### config.mk
export PLATFORM = sky130hd
export DESIGN_NAME = sync_fifo_flat
export DESIGN_NICKNAME = d
export VERILOG_FILES = /design/src/rtl/sync_fifo_if.sv /design/src/rtl/sync_fifo.sv /design/src/flat_wrapper.sv
export SDC_FILE = /design/constraint.sdc
export NUM_CORES = 1
export LEC_CHECK = 0
export BUFFER_PORTS_ARGS = -buffer_cell sky130_fd_sc_hd__buf_2
export CAP_MARGIN = 40
export CORE_AREA = 5 5 80 63
export CTS_CLUSTER_DIAMETER = 200
export CTS_CLUSTER_SIZE = 28
export DETAILED_ROUTE_END_ITERATION = 16
export DIE_AREA = 0 0 85 68
export GPL_TIMING_DRIVEN = 0
export MAX_ROUTING_LAYER = met4
export PLACE_DENSITY = 0.71
export SLEW_MARGIN = 0
export SYNTH_ARGS = -nofsm -noshare
export SYNTH_HDL_FRONTEND = slang
export SYNTH_SLANG_ARGS = --single-unit
### constraint.sdc
create_clock -name clk -period 1.7 [get_ports clk]
set_input_delay 0.17 -clock clk [delete_from_list [all_inputs] [get_ports clk]]
set_output_delay 0.17 -clock clk [all_outputs]
set_load 0.01 [all_outputs]
### src/rtl/sync_fifo_if.sv
// Producer/consumer bundle for sync_fifo; the status signals exist only when FIFO_STATUS_EN is defined.
interface sync_fifo_if #(
   parameter int DATA_WIDTH = 8,
   parameter int FIFO_DEPTH = 4
);
   localparam int ADDR_W = $clog2(FIFO_DEPTH);

   logic                  wr_en;
   logic [DATA_WIDTH-1:0] wr_data;
   logic                  rd_en;
   logic                  wr_ready;
   logic                  rd_val;
   logic [DATA_WIDTH-1:0] rd_data;

`ifdef FIFO_STATUS_EN
   logic [ADDR_W:0]       level;
   logic                  overflow;
   logic                  underflow;

   modport master (output wr_en, wr_data, rd_en,
                   input  wr_ready, rd_val, rd_data, level, overflow, underflow);
   modport slave  (input  wr_en, wr_data, rd_en,
                   output wr_ready, rd_val, rd_data, level, overflow, underflow);
`else
   modport master (output wr_en, wr_data, rd_en,
                   input  wr_ready, rd_val, rd_data);
   modport slave  (input  wr_en, wr_data, rd_en,
                   output wr_ready, rd_val, rd_data);
`endif
endinterface

### src/rtl/sync_fifo.sv
// Single-clock FIFO with registered read data (one cycle from accepted read to rd_val); wr_ready drops when full,
// reads while empty are ignored. Defining FIFO_STATUS_EN adds level/overflow/underflow outputs.
module sync_fifo #(
   parameter int DATA_WIDTH = 8,
   parameter int FIFO_DEPTH = 4
) (
   input  logic        clk,
   input  logic        reset,
   sync_fifo_if.slave  bus
);
   localparam int ADDR_W = $clog2(FIFO_DEPTH);
   localparam logic [ADDR_W:0] PTR_ONE = {{ADDR_W{1'b0}}, 1'b1};

   logic [DATA_WIDTH-1:0] mem [FIFO_DEPTH];
   logic [ADDR_W:0]       wr_ptr;
   logic [ADDR_W:0]       rd_ptr;
   logic                  rd_val_q;
   logic [DATA_WIDTH-1:0] rd_data_q;
   logic                  full;
   logic                  empty;
   logic                  wr_acc;
   logic                  rd_acc;

   // Extra pointer MSB distinguishes full from empty when the index bits match.
   assign full  = (wr_ptr[ADDR_W] != rd_ptr[ADDR_W]) &&
                  (wr_ptr[ADDR_W-1:0] == rd_ptr[ADDR_W-1:0]);
   assign empty = (wr_ptr == rd_ptr);

   assign bus.wr_ready = reset && !full;
   assign wr_acc       = bus.wr_en && bus.wr_ready;
   assign rd_acc       = bus.rd_en && !empty;

   assign bus.rd_val   = rd_val_q;
   assign bus.rd_data  = rd_data_q;

   // Storage is deliberately left out of reset.
   always_ff @(posedge clk) begin
      if (wr_acc) begin
         mem[wr_ptr[ADDR_W-1:0]] <= bus.wr_data;
      end
   end

   always_ff @(posedge clk or negedge reset) begin
      if (!reset) begin
         wr_ptr    <= '0;
         rd_ptr    <= '0;
         rd_val_q  <= 1'b0;
         rd_data_q <= '0;
      end else begin
         if (wr_acc) begin
            wr_ptr <= wr_ptr + PTR_ONE;
         end
         rd_val_q <= rd_acc;
         if (rd_acc) begin
            rd_data_q <= mem[rd_ptr[ADDR_W-1:0]];
            rd_ptr    <= rd_ptr + PTR_ONE;
         end
      end
   end

`ifdef FIFO_STATUS_EN
   logic overflow_q;
   logic underflow_q;

   assign bus.level     = wr_ptr - rd_ptr;
   assign bus.overflow  = overflow_q;
   assign bus.underflow = underflow_q;

   always_ff @(posedge clk or negedge reset) begin
      if (!reset) begin
         overflow_q  <= 1'b0;
         underflow_q <= 1'b0;
      end else begin
         if (bus.wr_en && full) begin
            overflow_q <= 1'b1;
         end
         if (bus.rd_en && empty) begin
            underflow_q <= 1'b1;
         end
      end
   end
`endif
endmodule

### src/flat_wrapper.sv
// flat-port wrapper written by rule: the top's interface ports become plain ports
module sync_fifo_flat 
#(
   parameter int DATA_WIDTH = 8,
   parameter int FIFO_DEPTH = 4
)
  (clk, reset, bus_wr_en, bus_wr_data, bus_rd_en, bus_wr_ready, bus_rd_val, bus_rd_data);
  sync_fifo_if #(.DATA_WIDTH(DATA_WIDTH), .FIFO_DEPTH(FIFO_DEPTH)) bus_i ();
  input  logic clk;
  input  logic reset;
  input wire logic [$bits(bus_i.wr_en)-1:0] bus_wr_en;
  input wire logic [$bits(bus_i.wr_data)-1:0] bus_wr_data;
  input wire logic [$bits(bus_i.rd_en)-1:0] bus_rd_en;
  output wire logic [$bits(bus_i.wr_ready)-1:0] bus_wr_ready;
  output wire logic [$bits(bus_i.rd_val)-1:0] bus_rd_val;
  output wire logic [$bits(bus_i.rd_data)-1:0] bus_rd_data;
  assign bus_i.wr_en = bus_wr_en;
  assign bus_i.wr_data = bus_wr_data;
  assign bus_i.rd_en = bus_rd_en;
  assign bus_wr_ready = bus_i.wr_ready;
  assign bus_rd_val = bus_i.rd_val;
  assign bus_rd_data = bus_i.rd_data;
  sync_fifo #(.DATA_WIDTH(DATA_WIDTH), .FIFO_DEPTH(FIFO_DEPTH)) u_core (.clk(clk), .reset(reset), .bus(bus_i));
endmodule
### Yosys cells after proc, flatten, opt, wreduce, memory -nomap -nowiden

Memories as Yosys holds them, arrays and structs flattened. A register that Yosys moved wholly into a read port is not among the register bits.
Index checks and enable logic that the tools add are counted.

| storage, ports and cells | value |
|---|---|
| output and inout port bits | 10 |
| input bits | 12 |
| memories | 1 |
| bits in read-only memories | 0 |
| register bits | 7 |
| RAM bits | 32 |
| bits in latches | 0 |

| cells by class | value |
|---|---|
| shift-type cells | 0 |
| order comparisons | 0 |
| reductions and logical operators | 7 |
| bitwise gates (word level) | 0 |
| eq/ne operators | 3 |
| muxes and demuxes | 2 |
| add/subtract/negate cells | 2 |
| $mul | 0 |
| divide/modulo/power cells | 0 |

Memory list:

| memory | depth | width | rd ports | clocked after Yosys merged registers in | wr ports | line | text |
|---|---|---|---|---|---|---|---|
| u_core.mem | 4 | 8 | 1 | 1 | 1 | sync_fifo.sv:14 | `logic [DATA_WIDTH-1:0] mem [FIFO_DEPTH];` |

Operators with widths:

| kind | number |
|---|---|
| adder 3 x 1 -> 3 bit, second input constant | 2 |
| logical AND 1 bit | 4 |
| == test 3 bit | 1 |
| logical NOT 1 bit | 3 |
| == test 2 bit | 1 |
| two-way mux 1 bit | 2 |
| inequality test 1 bit | 1 |

### Longest topological paths before layout

Gate-level depths: netlist of run 1.

| logic depth | value |
|---|---|
| depth after elaboration | 7 |
| depth in mapped cells | 5 |
| depth with buffers taken out | 3 |

### Least setup slack after synthesis of run 1

OpenSTA, ideal clock, no wires.

| path | value |
|---|---|
| kind | flip-flop to flip-flop |
| start | register u_core.rd_ptr[0] |
| end | memory u_core.mem[0][0], enable pin |
| data required time | 1423 ps |
| library setup time | 277 ps |
| slack | 91 ps |
| arrival time | 1332 ps |
| stages on the path, launching flop included | 5 |
| period minus slack after synthesis | 1609 ps |
| path through | dfrtp_1 -> buf_6 -> xor2_4 -> o31a_4 -> and2_1 |

| between the ends | value |
|---|---|
| longest elaborated chain between the ends | 7 |

Ends and longest elaborated chain:

| element | line | text |
|---|---|---|
| start, declared | sync_fifo.sv:16 | `logic [ADDR_W:0] rd_ptr;` |
| start signal, assigned | sync_fifo.sv:56 | `rd_ptr <= rd_ptr + PTR_ONE;` |
| == test 2 bit | sync_fifo.sv:26 | `(wr_ptr[ADDR_W-1:0] == rd_ptr[ADDR_W-1:0]);` |
| logical AND 1 bit | sync_fifo.sv:25 | `assign full = (wr_ptr[ADDR_W] != rd_ptr[ADDR_W]) &&` |
| logical NOT 1 bit | sync_fifo.sv:29 | `assign bus.wr_ready = reset && !full;` |
| logical AND 1 bit | sync_fifo.sv:29 |  |
| logical AND 1 bit | sync_fifo.sv:30 | `assign wr_acc = bus.wr_en && bus.wr_ready;` |
| two-way mux 1 bit | sync_fifo.sv:38 | `if (wr_acc) begin` |
| two-way mux 1 bit (not written as such) | sync_fifo.sv:39 | `mem[wr_ptr[ADDR_W-1:0]] <= bus.wr_data;` |
| end, declared | sync_fifo.sv:14 |  |

No other way between the ends.

### Worst setup path after layout of run 1

| path | value |
|---|---|
| start | register u_core.rd_ptr[1] |
| end | register u_core.rd_ptr[1] |

| between the ends | value |
|---|---|
| longest elaborated chain between the ends | 3 |
| elaborated cells on any way between the ends | 4 |

Ends and longest elaborated chain:

| element |
|---|
| branches (longest 3 deep; another with adder 3 x 1 -> 3 bit) |

Parallel ways; which one is timed is not known.
A chain may end at the register's enable or synchronous reset.

==> metrics.md, run 1 <==
| Metric | Value |
|---|---|
| Outcome | `finished clean` |
| CP startpoint | `u_core.rd_ptr[1]$_DFFE_PN0P_` |
| Worst Skew | `0.01591 ns` |
| Gr usage total | `13.01%` |
| WP data arrival | `1.86 ns` |
| DRC viols | `0` |
| Ys async rst share | `31.91%` |
| Die X-Extent | `85 microns` |
| Bufs and invs on worst path | `2` |
| Pwr dens | `1728 nW/um^2` |
| Post-DR vias/cell | `5.058` |
| Vias in the first global route | `1022` |
| Tcrit/Tclk final | `98.85%` |
| Starting Density | `47.15%` |
| Sequential fraction of the synthesis area | `about two thirds` |
| 1st-pass router iterations | `4` |
| H-tree lvl count | `2` |
| Num ports | `22` |
| Final Hold Viols | `0` |
| Max Fclk | `0.5951 GHz` |
| DR vias | `956` |
| Worst Path Max Fanout | `5` |
| Antenna violations before repair | `0` |
| Drt wl/cell | `17.89 microns` |
| Area growth from synthesis to layout | `17.89%` |
| Violation count after the first detailed-route iteration | `57` |
| Synth area leaders | `edfxtp_1, dfrtp_1, mux4_1, mux2_4, ha_1` |
| Cell accounting for the most synthesized area | `edfxtp_1` |
| Netlist cell types | `18` |
| Post-Syn Area | `2007 sq um` |
| Syn nets | `about 110` |
| Critical hold path startpoint | `bus_wr_data[1]` |
| Slowest cell on the critical path | `dfrtp_1` |
| Max-cap viol count | `0` |
| Final WL | `approximately 3.4 mm` |
| Number of synthesized flops with an enable pin | `32` |
| Nets@finish | `about 150` |
| First-pass GRT wire length | `5.230 mm` |
| R2R Path Start | `u_core.rd_ptr[1]$_DFFE_PN0P_` |
| Critical path type | `reg2reg` |
| Largest net degree at the start of global routing | `16` |
| I/O Buffers | `21` |
| Max-slew violations | `0` |
| Clock Latency Late Sink | `0.30 ns` |
| Post-Place Cells | `172` |
| CP endpoint kind | `flip-flop` |
| Syn Inst Count | `94` |
| Worst Hold Class | `in2reg` |
| Dpl ws | `-0.1603 ns` |
| Placed inst area | `2183 sq um` |
| Slew @ Worst Pin | `between 0.7 and 0.8 ns` |
| Final WS setup | `0.01958 ns` |
| Max Root-Sink Buffers | `2` |
| Fin Setup TNS | `0 ns` |
| Diode count | `0` |
| Gate power share | `43.0%` |
| Share of layout cells above drive strength 1 | `46.21%` |
| CTS Buf Count | `5` |
| Synth top cells by count | `edfxtp_1, dfrtp_1, mux2_4, mux4_1` |
| Required @ worst endpoint | `about 1.9 ns` |
| Worst setup SP type | `flip-flop` |
| Global route overflow | `0` |
| Final instance area | `2366 sq um` |
| Largest stage delay on the critical path | `0.39 ns` |
| Peak supply drop | `862.0 uV` |
| CP cell instances | `buf_6, xor2_4, o31ai_4, buf_6, mux2_4` |
| Net switching power figure | `1.326 mW` |
| Dominant synthesized flop cell | `edfxtp_1` |
| Layout Cells excl Fill | `189` |
| FF+latch count, synth | `47` |
| Die ar. | `5780 sq um` |
| Final setup fails | `0` |
| Core area | `4257 sq um` |
| Sequential power share | `41.5%` |
| CTS Sinks | `47` |
| Kind of cell adding the most delay to the critical path | `flip-flops` |
| Count leader, synth | `edfxtp_1` |
| Net Sw Frac | `32.42%` |
| Final min period | `around 1.7 ns` |
| Clock network fraction of total power | `15.5%` |
| Power Internal | `2.763 mW` |
| Pleak | `0.9505 nW` |
| Post-Syn Area per Cell | `21.35 sq um` |
| Yosys warns | `0` |
| CP dominant cell by count | `buf_6` |
| Core Util, Final | `55.58%` |
| Vert. Die Dim | `68 microns` |
| Clock Tree Root | `clkbuf_8` |
| Relative slew margins | `52.49%` |
| Synth top area share | `a little under half` |
| ANT nets after route | `0` |
| Num rows | `21` |
| DP HPWL | `2.093 mm` |
| CTS tree | `built` |
| GP Congestion | `0.7137` |
| CTS clk-pin slew, worst paths | `0.08 ns` |
| Unrepaired setup endpoints after global routing | `true` |
[cell type report]
class / count / area, sq um
Inverter: 4 / 15.01
Clock buffer: 5 / 68.82
Tap cell: 57 / 71.32
Timing Repair Buffer: 30 / 188.9
Multi-Input combinational cell: 40 / 633.1
Fill cell: 342 / 1891
Buffer: 3 / 37.54
Clock inverter: 3 / 15.01
Sequential cell: 47 / 1336
[layout by cell type, fill, tap and decap left out]
cell type,Yosys,final
and2_1,4,1
and2_4,0,3
buf_2,0,20
buf_4,1,6
buf_6,2,5
buf_8,0,1
clkbuf_8,0,5
clkinv_2,0,3
dfrtp_1,15,15
dlygate4sd3_1,0,1
edfxtp_1,32,32
ha_1,5,5
inv_1,4,3
inv_2,0,1
mux2_4,9,10
mux4_1,8,7
mux4_2,0,1
o311ai_0,1,1
o311ai_2,1,1
o31a_2,1,1
o31a_4,1,1
o31ai_4,1,1
xnor2_1,5,5
xor2_1,1,1
xor2_4,2,2
[through the flow]
stage               hold WS [ns]  total power, mW
finish                   0.09197            4.089
CTS                      0.08311            4.074
detailed placement        0.1158            3.246
floorplan                -0.1256            2.849
global route             0.07916            4.315
global placement          0.1074            3.165
[path summary, 6_finish.rpt]
kind                       depth (start not counted)                           endpoint  slack [ns]
max reg2reg                                        5       u_core.rd_ptr[1]$_DFFE_PN0P_        0.02
min in group asynchronous                          2       u_core.wr_ptr[2]$_DFFE_PN0P_        0.48
min                                                1         u_core.mem[1][1]$_DFFE_PP_        0.09
min reg2reg                                        1  u_core.bus.rd_data[2]$_DFFE_PN0P_        0.51
max in group asynchronous                          2  u_core.bus.rd_data[5]$_DFFE_PN0P_        0.75
max                                                5       u_core.rd_ptr[1]$_DFFE_PN0P_        0.02
[logic make-up (layout without fill, tap and decap cells)]
logic type,count (synthesis),in the layout,synth area share [%]
adders and majority gates,5,5,3.117
muxes,18,18,17.77
and+or+nand+nor,4,4,1.247
xor gates and xnor gates,8,8,5.361
DFF,47,47,66.58
buffers and inverters,7,45,2.244
AOI/OAI and AO/OA,5,5,3.679
[power by group through the flow]
stage	clock (mW)	sequential [mW]	combinational [mW]
after detailed placement	0	1.72	1.52
after global placement	0	1.70	1.46
final	0.633	1.70	1.76
after global routing	0.693	1.73	1.89
after floorplan	0	1.74	1.11
after CTS	0.654	1.70	1.72
[metal layers]
| metal | routed length [microns] | vias to the layer above | track usage, % |
|---|---|---|---|
| li1 | - | 442 | - |
| met1 | 1426 | 497 | 14.92 |
| met5 | 0 | - | - |
| met3 | 149 | 2 | 3.971 |
| met4 | 18 | 0 | 4.150 |
| met2 | 1788 | 15 | 22.29 |
[worst reg2reg max path, delay by kind of cell, from the launching register on]
kind            cells  cell delay [ns]
mux                 1             0.31
xor+xnor            1             0.20
buf+inv             2             0.34
compound gates      1             0.33
flops               1             0.39
[state kept, by name (all words and copies together) (netlist names)]
register and cells:
u_core.mem 32, u_core.bus.rd_data 8, u_core.rd_ptr 3, u_core.wr_ptr 3, u_core.bus.rd_val 1
[repair_timing]
action / CTS / global route
pin swaps: 2 / 0
setup endpoints to repair: 41 / 11
setup buffers: 7 / 0
hold buffers: 1 / 0
resized for setup: 11 / 4
hold endpoints to repair: 15 / 0
cloned: 1 / 0
Power figures use the tool's default switching activity.
==> run 2, diff against run 1 <==
Settings changed: BUFFER_PORTS_ARGS -buffer_cell sky130_fd_sc_hd__buf_2 to -buffer_cell sky130_fd_sc_hd__clkbuf_2, PLACE_DENSITY 0.71 to 0.68.
Clock period 1.7 ns to 1.9 ns, I/O delays scaled along.
==> run 2 against run 1 <==
Sequential share of layout area is 1.5 points higher. Clock power increased by 11%. Fmax shrank 4.4%. Cell count is 4.2% lower. Register-to-register slack better by 0.12 ns. Non-clock buffer count fell by 8. Worst hold slack improved by 0.023 ns. Sequential cell count is the same. Via count shrank 8.2%. Critical path depth unchanged. Clock skew is 0.011 ns lower. Total power fell by 13%. Critical path type unchanged. Critical endpoint is now u_core.bus.rd_data[6]$_DFFE_PN0P_. Largest cell class unchanged.
==> metrics.md, run 2 (same netlist as run 1, synthesis figures left out) <==
| Metric | Value |
|---|---|
| Worst setup SP type | `flip-flop` |
| GP Congestion | `0.6784` |
| Num rows | `21` |
| Pleak | `0.9172 nW` |
| Starting Density | `47.15%` |
| Outcome | `finished clean` |
| Die X-Extent | `around 85 microns` |
| Unrepaired setup endpoints after global routing | `false` |
| CP cell instances | `buf_6, xor2_4, o31ai_4, buf_6, mux2_4` |
| DRC viols | `0` |
| Most frequent cells in the layout | `edfxtp_1, clkbuf_2, dfrtp_1` |
| CTS Sinks | `47` |
| Most common cell after layout, fill and taps aside | `edfxtp_1` |
| Global route overflow | `0` |
| Final WL | `around 3.0 mm` |
| Diode count | `0` |
| Fin Setup TNS | `0 ns` |
| Fillcell total | `approximately 350` |
| WP data arrival | `roughly 1.9 ns` |
| Hold WS | `0.1148 ns` |
| Dpl ws | `about 0.018 ns` |
| Core area | `4257 sq um` |
| Tcrit/Tclk final | `92.54%` |
| Largest net degree at the start of global routing | `16` |
| Vias in the first global route | `970` |
| Share of layout cells above drive strength 1 | `40.32%` |
| Die ar. | `5780 sq um` |
| Clock Tree Root | `clkbuf_8` |
| Antenna violations before repair | `0` |
| Final min period | `1.758 ns` |
| Num ports | `22` |
| 1st-pass router iterations | `3` |
| Gr usage total | `11.93%` |
| H-tree lvl count | `2` |
| Worst Path Max Fanout | `10` |
| Vert. Die Dim | `~70 microns` |
| Largest stage delay on the critical path | `0.40 ns` |
| Max-slew violations | `0` |
| First-pass GRT wire length | `4.823 mm` |
| Area growth from synthesis to layout | `14.84%` |
| Clock Latency Late Sink | `between 0.2 and 0.3 ns` |
| Slew @ Worst Pin | `0.7239 ns` |
| Pwr dens | `1538 nW/um^2` |
| Critical path type | `reg2reg` |
| Max-cap viol count | `0` |
| CTS Buf Count | `5` |
| Max Fclk | `approximately 0.57 GHz` |
| Post-CTS Setup Inserts | `0` |
| CP dominant cell by count | `buf_6` |
| I/O Buffers | `21` |
| CTS tree | `built` |
| ANT nets after route | `0` |
| DP HPWL | `2.013 mm` |
| CP endpoint kind | `flip-flop` |
| Slowest cell on the critical path | `dfrtp_1` |
| Nets@finish | `140` |
| Post-DR vias/cell | `around 4.9` |
| Relative slew margins | `51.58%` |
| Flip-flop count of the largest register after layout | `32` |
| Worst Skew | `0.005364 ns` |
| Final setup fails | `0` |
| DR vias | `roughly 900` |
| Required @ worst endpoint | `approximately 2.1 ns` |
| Worst Hold Class | `in2reg` |
| Final WS setup | `0.1417 ns` |
| Max Root-Sink Buffers | `2` |
| Peak supply drop | `664.7 uV` |
| Drt wl/cell | `between 15 and 20 microns` |
| CTS clk-pin slew, worst paths | `0.09 ns` |
| Violation count after the first detailed-route iteration | `36` |
| Final Hold Viols | `0` |
==> run 2: metrics by stage <==
step	cell area, sq um	cells	utilization (%)	power, mW
after floorplan	2007	94	-	2.549
after global placement	2183	172	51.29	2.834
after detailed placement	2183	172	51.29	2.890
after CTS	2301	181	54.06	3.599
after global routing	2305	181	54.14	3.753
final	2305	181	54.14	3.545
==> run 2: power breakdown <==
part           switching (mW)  internal, mW  leakage [nW]
combinational           0.626         0.701         0.395
clock                   0.318         0.385        0.0556
sequential              0.161          1.35         0.466
total                    1.10          2.44         0.917
==> run 2: area by class of cell <==
class,instances,area (sq um),area share [%]
Clock buffer,5,68.82,2.986
Clock inverter,3,38.79,1.683
Timing Repair Buffer,22,115.1,4.995
Sequential cell,47,1336,57.98
Buffer,3,30.03,1.303
Inverter,4,15.01,0.6515
Tap cell,57,71.32,3.094
Multi-Input combinational cell,40,629.4,27.31
==> run 2: path summary, 6_finish.rpt <==
| check | startpoint | endpoint | slack (ns) | depth (start not counted) |
|---|---|---|---|---|
| worst max-delay path | u_core.rd_ptr[0]$_DFFE_PN0P_ | u_core.bus.rd_data[6]$_DFFE_PN0P_ | 0.14 | 5 |
| worst min-delay path | bus_wr_data[0] | u_core.mem[2][0]$_DFFE_PP_ | 0.11 | 1 |
| worst max register to register | u_core.rd_ptr[0]$_DFFE_PN0P_ | u_core.bus.rd_data[6]$_DFFE_PN0P_ | 0.14 | 5 |
| worst min register to register | u_core.bus.rd_data[1]$_DFFE_PN0P_ | u_core.bus.rd_data[1]$_DFFE_PN0P_ | 0.52 | 1 |
| max in group asynchronous | reset | u_core.bus.rd_data[6]$_DFFE_PN0P_ | 0.93 | 2 |
| min in group asynchronous | reset | u_core.wr_ptr[0]$_DFFE_PN0P_ | 0.51 | 2 |
==> run 2: critical path, delay by kind of cell (launching register included) <==
| kind | cells | cell delay [ns] |
|---|---|---|
| flip-flops | 1 | 0.40 |
| AO/OA/AOI/OAI | 1 | 0.31 |
| buffers and inverters | 2 | 0.40 |
| multiplexers | 1 | 0.31 |
| XOR/XNOR | 1 | 0.21 |
==> run 2: per-layer routing <==
metal / global-route usage (%) / vias to the layer above / routed length, microns
li1: - / 421 / -
met1: 13.09 / 444 / 1231
met2: 21.03 / 13 / 1642
met3: 3.971 / 0 / 137
met4: 3.557 / 0 / 0
met5: - / - / 0
==> run 2: repair_timing <==
action / 4_1_cts / 5_1_grt
hold buffers: 1 / 0
endpoints found under the setup margin: 0 / 24
endpoints found under the hold margin: 15 / 0
gates resized for setup: 0 / 3
